File: config.mk
export PLATFORM = sky130hd
export DESIGN_NAME = clock_divider_multi
export DESIGN_NICKNAME = d
export VERILOG_FILES = /design/src/rtl/clock_divider_multi.sv
export SDC_FILE = /design/constraint.sdc
export NUM_CORES = 1
export LEC_CHECK = 0
export CAP_MARGIN = 20
export CORE_UTILIZATION = 45
export CTS_BUF_LIST = sky130_fd_sc_hd__clkbuf_8
export DETAILED_ROUTE_END_ITERATION = 10
export PLACE_DENSITY = 0.68
export RECOVER_POWER = 25
export SLEW_MARGIN = 10
export SYNTH_ARGS = -nofsm -noshare
export SYNTH_HDL_FRONTEND = slang
export SYNTH_SLANG_ARGS = --single-unit
File: constraint.sdc
create_clock -name sysclk -period 7.4 [get_ports sysclk]
set_input_delay 1.48 -clock sysclk [delete_from_list [all_inputs] [get_ports sysclk]]
set_output_delay 1.48 -clock sysclk [all_outputs]
set_load 0.05 [all_outputs]
File: src/rtl/clock_divider_multi.sv
// Multi-channel programmable clock/tick generator running off sysclk.
// Each channel has a run-time divisor with glitch-free shadow update, enable, square/tick mode and a global sync.
module clock_divider_multi #(
  parameter int          N_CH        = 2,
  parameter int          CNT_W       = 24,
  parameter int unsigned DEFAULT_DIV = 6000
) (
  input  logic             sysclk,
  input  logic             rst,
  input  logic [N_CH-1:0]  en,
  input  logic [N_CH-1:0]  mode,
  input  logic [N_CH-1:0]  div_wr,
  input  logic [CNT_W-1:0] div_data,
  input  logic             sync,
  output logic [N_CH-1:0]  clk_out,
  output logic [N_CH-1:0]  tick,
  output logic [N_CH-1:0]  pend
);

  localparam logic [CNT_W-1:0] RST_DIV = CNT_W'(DEFAULT_DIV);

  logic [CNT_W-1:0] active_div [N_CH];
  logic [CNT_W-1:0] shadow_div [N_CH];
  logic [CNT_W-1:0] cnt        [N_CH];
  logic [CNT_W-1:0] last       [N_CH];
  logic [N_CH-1:0]  wrap;

  // A stored divisor of 0 behaves as 1, so the terminal count is 0 in both cases.
  always_comb begin
    for (int unsigned i = 0; i < N_CH; i++) begin
      last[i] = (active_div[i] == '0) ? '0 : active_div[i] - 1'b1;
      wrap[i] = en[i] && (cnt[i] >= last[i]);
    end
  end

  always_ff @(posedge sysclk) begin
    for (int unsigned i = 0; i < N_CH; i++) begin
      if (rst) begin
        cnt[i]        <= '0;
        clk_out[i]    <= 1'b0;
        tick[i]       <= 1'b0;
        pend[i]       <= 1'b0;
        active_div[i] <= RST_DIV;
        shadow_div[i] <= RST_DIV;
      end else if (sync || !en[i]) begin
        // Immediate application: a direct write beats a pending shadow value.
        cnt[i]     <= '0;
        clk_out[i] <= 1'b0;
        tick[i]    <= 1'b0;
        pend[i]    <= 1'b0;
        if (div_wr[i])
          active_div[i] <= div_data;
        else if (pend[i])
          active_div[i] <= shadow_div[i];
      end else if (wrap[i]) begin
        cnt[i]     <= '0;
        clk_out[i] <= mode[i] ? 1'b0 : ~clk_out[i];
        tick[i]    <= mode[i];
        pend[i]    <= 1'b0;
        if (div_wr[i]) begin
          active_div[i] <= div_data;
          shadow_div[i] <= div_data;
        end else if (pend[i]) begin
          active_div[i] <= shadow_div[i];
        end
      end else begin
        cnt[i]  <= cnt[i] + 1'b1;
        tick[i] <= 1'b0;
        if (mode[i])
          clk_out[i] <= 1'b0;
        if (div_wr[i]) begin
          shadow_div[i] <= div_data;
          pend[i]       <= 1'b1;
        end
      end
    end
  end

endmodule

==> impl_summary.md <==
Global route
Entering global routing, the biggest net connects 39 pins. The global-route wire length before repair is a little under 30 mm. The sum of overflow across all layers after global routing is 0.

The aggregate global-route resource usage is 0.195. The initial antenna violation count is 0. The number of global-route vias before repair came to about 5700.

Status
The checks that failed: max-capacitance violations, max-slew violations. The run finished, with violations left.

Detailed routing
The detailed-route via count is ~6100. In the final routed layout, each cell accounts on average for around 16 um. The number of design-rule violations left by the first detailed-router iteration is 527. For this run, design rule violations remaining after detail routing come to 0. The post-route antenna net violation count is 0. The first detailed-routing pass took 5 iterations. The via density per instance is 5.28. Summed over all layers, the routed wires come to around 18 mm.

STA
The post-route worst hold slack is 0.558 ns. The clock period could shrink to 5.21 ns. For the pin with the worst max-slew slack, the measured transition is roughly 1.6 ns.

The total negative setup slack is 0 ns. Setup repair after global routing left no endpoint under its margin. The final count of hold timing violations is 0. The count of pins over their slew limit came to 25. The worst pin sits at a relative slew slack of -0.0831.

The fmax is 192 MHz. The final period utilization is 0.704. The final critical-path setup slack is around 2.2 ns.

The setup skew after layout is between 0.015 and 0.02 ns. Setup violations remaining at the end of the flow were counted as 0.

Power and ir drop
The maximum resistive drop on vdd is between 0.0001 and 0.00015 V. The power per cell area is approximately 190 nW/um2. Summed over all cells, the static leakage comes to approximately 3.7 nW.

Synthesis
Of the post-synthesis cell area, the dominant cell type holds 0.499. In the synthesized netlist the dominant register cell turns out to be sky130_fd_sc_hd__edfxtp_1. The Yosys step of the flow raised 0 warnings. The count of cell types in the netlist is 63. Averaged over all synthesized cells, the footprint is between 10 and 15 um2.

After synthesis, the cell types taking the most area are sky130_fd_sc_hd__edfxtp_1 (50%), sky130_fd_sc_hd__ha_1 (7.8%), sky130_fd_sc_hd__nor2_1 (5.2%). The number of enable flip-flop cells after synthesis is ~140. The most common cell in the synthesized netlist is sky130_fd_sc_hd__edfxtp_1. After technology mapping, the gate count stands at about 820. sky130_fd_sc_hd__edfxtp_1 takes more of the synthesized area than any other cell. Counting instances in the post-synthesis netlist gives the leading cell types as sky130_fd_sc_hd__edfxtp_1 (144), sky130_fd_sc_hd__nor2_1 (119), sky130_fd_sc_hd__nand2_1 (79). The share of async-settable or async-resettable flops after synthesis is 0. For this run, the register share of the synthesized area comes to 0.513. Counting flops and latches in the post-synthesis netlist gives 150. The post-synthesis instance area is just under 9000 um2.

Placed design
The wire-length estimate of the detail-placed layout is approximately 13 mm. The congestion estimate from routability-driven global placement came to roughly 0.79. The placed instance count is 1120.

The number of I/O port buffers is 38. Before CTS, the worst setup slack after placement is around 2.2 ns.

Floorplan
The number of top-level pins is 39. In this run the standard cell core region covers 18800 um2. The width of the die is 141 um. The total die area is 19800 um2. The starting density of the core is 0.462. The count of standard-cell rows is 50. In this run the vertical extent of the chip is 141 um.

Critical path
The critical path goes through or4_1 > nor3_1 > nor3b_2 > nand2_2 > nor3b_1 > a21oi_1 > ha_1 > nand4_1 > nor4_1 > nand2_1 > o22ai_1 > or4_1 > a21boi_2 > buf_4. In this run the critical register-to-register path is launched from active_div[0][17]. The critical path is of the reg -> reg type.

STA classifies the critical path startpoint as a flop. The endpoint of the lowest-slack register-to-register path is active_div[0][0]. Of all nets on the critical path, the largest fanout is 25.

The library cell appearing most often on the critical path is sky130_fd_sc_hd__or4_1. The data required time at the worst endpoint is roughly 7.5 ns. The nature of the critical path endpoint is a flop. The worst register-to-register path has a depth of 14. Setup slack on the worst reg-to-reg path comes out at around 2.2 ns. The master of the slowest instance on the critical path is sky130_fd_sc_hd__or4_1. The cell family contributing the most delay on the critical path is simple AND/OR/NAND/NOR gates.

The data arrival time of the worst path is 5.33 ns. The buffering stage count on the worst path with inverters included is 1. The delay of the slowest cell on the worst path is 0.75 ns.

CTS
Counting along the longest clock path gives a buffer depth of 2. The tree is rooted in a sky130_fd_sc_hd__clkbuf_8. The clock sink count is 150. TritonCTS built the clock tree. Post-CTS timing repair inserted 0 buffers for setup. The later pin in the worst-skew pair is clocked with a latency of about 0.46 ns.

The clock transition time at the flip-flop clock pins of the worst setup and hold paths is about 0.080 ns. The count of hold-fix buffers inserted at cts is 0. The CTS buffer count is 17.

In this run, post-CTS repair resized a total of 0 instances. The clock tree synthesis step divided the H-tree into 4 levels.

Worst hold path
The endpoint of the worst hold-timing path is active_div[0][4]. The source of the worst hold timing path is shadow_div[0][4]. The classification of the worst-slack hold path is reg -> reg.

The number of instances on the worst hold path is 2.

Layout
Relative to the synthesized area, the layout overhead comes to 13.7%. At the end of the flow, the number of nets in the layout was around 990. The number of antenna diodes in the final layout is 0. Counting the fill cells in the layout gives about 1700. The final standard cell count with taps included and fillers excluded is 1153. Of the cells placed in the final design, the portion with a size suffix greater than 1 is 0.0598.

Run
Across the run, the number of max-cap violations was 1.
logic make-up (layout without fill, tap and decap cells):
| family | after synthesis | in the layout | share of synthesized area |
|---|---|---|---|
| simple gates | 384 | 384 | 0.226 |
| flops | 150 | 150 | 0.513 |
| compound gates | 111 | 111 | 0.0845 |
| xor+xnor | 76 | 76 | 0.0768 |
| fa+ha+maj | 54 | 54 | 0.0780 |
| buf+inv | 42 | 95 | 0.0199 |
| other cells | 1 | 48 | 0.000433 |
| mux | 1 | 1 | 0.00116 |
metrics by stage:
step	power [mW]	util	area, um2
2_1_floorplan	1.21	-	8840
3_3_place_gp	1.29	0.505	9480
3_5_place_dp	1.30	0.506	9500
4_1_cts	1.89	0.525	9860
5_1_grt	1.96	0.525	9850
6_report	1.88	0.525	9850
final cells by class:
class                           instances  area, um2  area share
Clock buffer                           17        234      0.0238
Clock inverter                         15        129      0.0131
Inverter                               13       48.8     0.00496
Multi-Input combinational cell        674       4240       0.430
Timing Repair Buffer                   50        463      0.0470
Tap cell                              234        293      0.0297
Sequential cell                       150       4440       0.451
report_power, final:
group / switching (mW) / internal (mW)
registers: 0.0446 / 0.991
clock network: 0.327 / 0.266
logic: 0.143 / 0.105
total: 0.515 / 1.36
placed cells by master (no fill, tap or decap), types with 3 or more instances in the layout:
| cell type | n |
|---|---|
| sky130_fd_sc_hd__or4_4 | 3 |
| sky130_fd_sc_hd__or3_1 | 3 |
| sky130_fd_sc_hd__nand3_1 | 27 |
| sky130_fd_sc_hd__or4_1 | 3 |
| sky130_fd_sc_hd__and2_1 | 21 |
| sky130_fd_sc_hd__clkinv_2 | 4 |
| sky130_fd_sc_hd__a211oi_1 | 3 |
| sky130_fd_sc_hd__nand3b_1 | 6 |
| sky130_fd_sc_hd__xor2_1 | 45 |
| sky130_fd_sc_hd__edfxtp_1 | 144 |
| sky130_fd_sc_hd__and4_1 | 5 |
| sky130_fd_sc_hd__nor4_1 | 10 |
| sky130_fd_sc_hd__dfxtp_1 | 6 |
| sky130_fd_sc_hd__a21oi_1 | 23 |
| sky130_fd_sc_hd__and3_1 | 24 |
| sky130_fd_sc_hd__a22oi_1 | 34 |
| sky130_fd_sc_hd__nand4_1 | 12 |
| sky130_fd_sc_hd__nor3_1 | 13 |
| sky130_fd_sc_hd__o22ai_1 | 15 |
| sky130_fd_sc_hd__clkbuf_8 | 17 |
| sky130_fd_sc_hd__conb_1 | 48 |
| sky130_fd_sc_hd__nand2b_1 | 37 |
| sky130_fd_sc_hd__nor2b_1 | 5 |
| sky130_fd_sc_hd__clkdlybuf4s50_1 | 30 |
| sky130_fd_sc_hd__dlygate4sd3_1 | 8 |
| sky130_fd_sc_hd__clkinvlp_4 | 3 |
| sky130_fd_sc_hd__inv_6 | 4 |
| sky130_fd_sc_hd__inv_1 | 13 |
| sky130_fd_sc_hd__buf_4 | 10 |
| sky130_fd_sc_hd__o21ai_0 | 14 |
| sky130_fd_sc_hd__nand2_1 | 79 |
| sky130_fd_sc_hd__nor2_1 | 119 |
| sky130_fd_sc_hd__xnor2_1 | 31 |
| sky130_fd_sc_hd__o41ai_1 | 3 |
| sky130_fd_sc_hd__ha_1 | 54 |
state kept, by name, indices dropped and copies added, names as in the netlist:
name / count
active_div: 48
clk_out: 2
cnt: 48
pend: 2
shadow_div: 48
tick: 2
per-layer routing:
metal  global-route usage  part of all wire  routed length (um)  vias up
met4               0.0818             0.024                 441        0
met3               0.0333             0.049                 882       31
met1                0.286              0.50                9000     2788
met2                0.284              0.43                7700      155
li1                     -                 -                   -     3113
met5                    0                 0                   0        -
how the worst max path moves through the flow:
| stage | depth (start not counted) | from | slack (ns) | to |
|---|---|---|---|---|
| 5_1_grt | 14 | active_div[0][17] | 1.64 | active_div[0][2] |
| 3_5_place_dp | 14 | active_div[0][17] | 2.24 | active_div[0][16] |
| 2_1_floorplan | 13 | active_div[1][5] | 1.61 | active_div[1][0] |
| 6_report | 14 | active_div[0][17] | 2.19 | active_div[0][0] |
| 4_1_cts | 14 | active_div[0][17] | 2.22 | active_div[0][0] |
| 3_3_place_gp | 14 | active_div[0][17] | 2.40 | active_div[0][20] |
worst register-to-register path: cells and delay by family (launching register included):
kind	cells	cell delay, ns
simple gates	9	3.23
buf+inv	1	0.30
flops	1	0.42
compound gates	3	0.78
fa+ha+maj	1	0.14
Note: power is estimated with default switching activity, not from simulation.
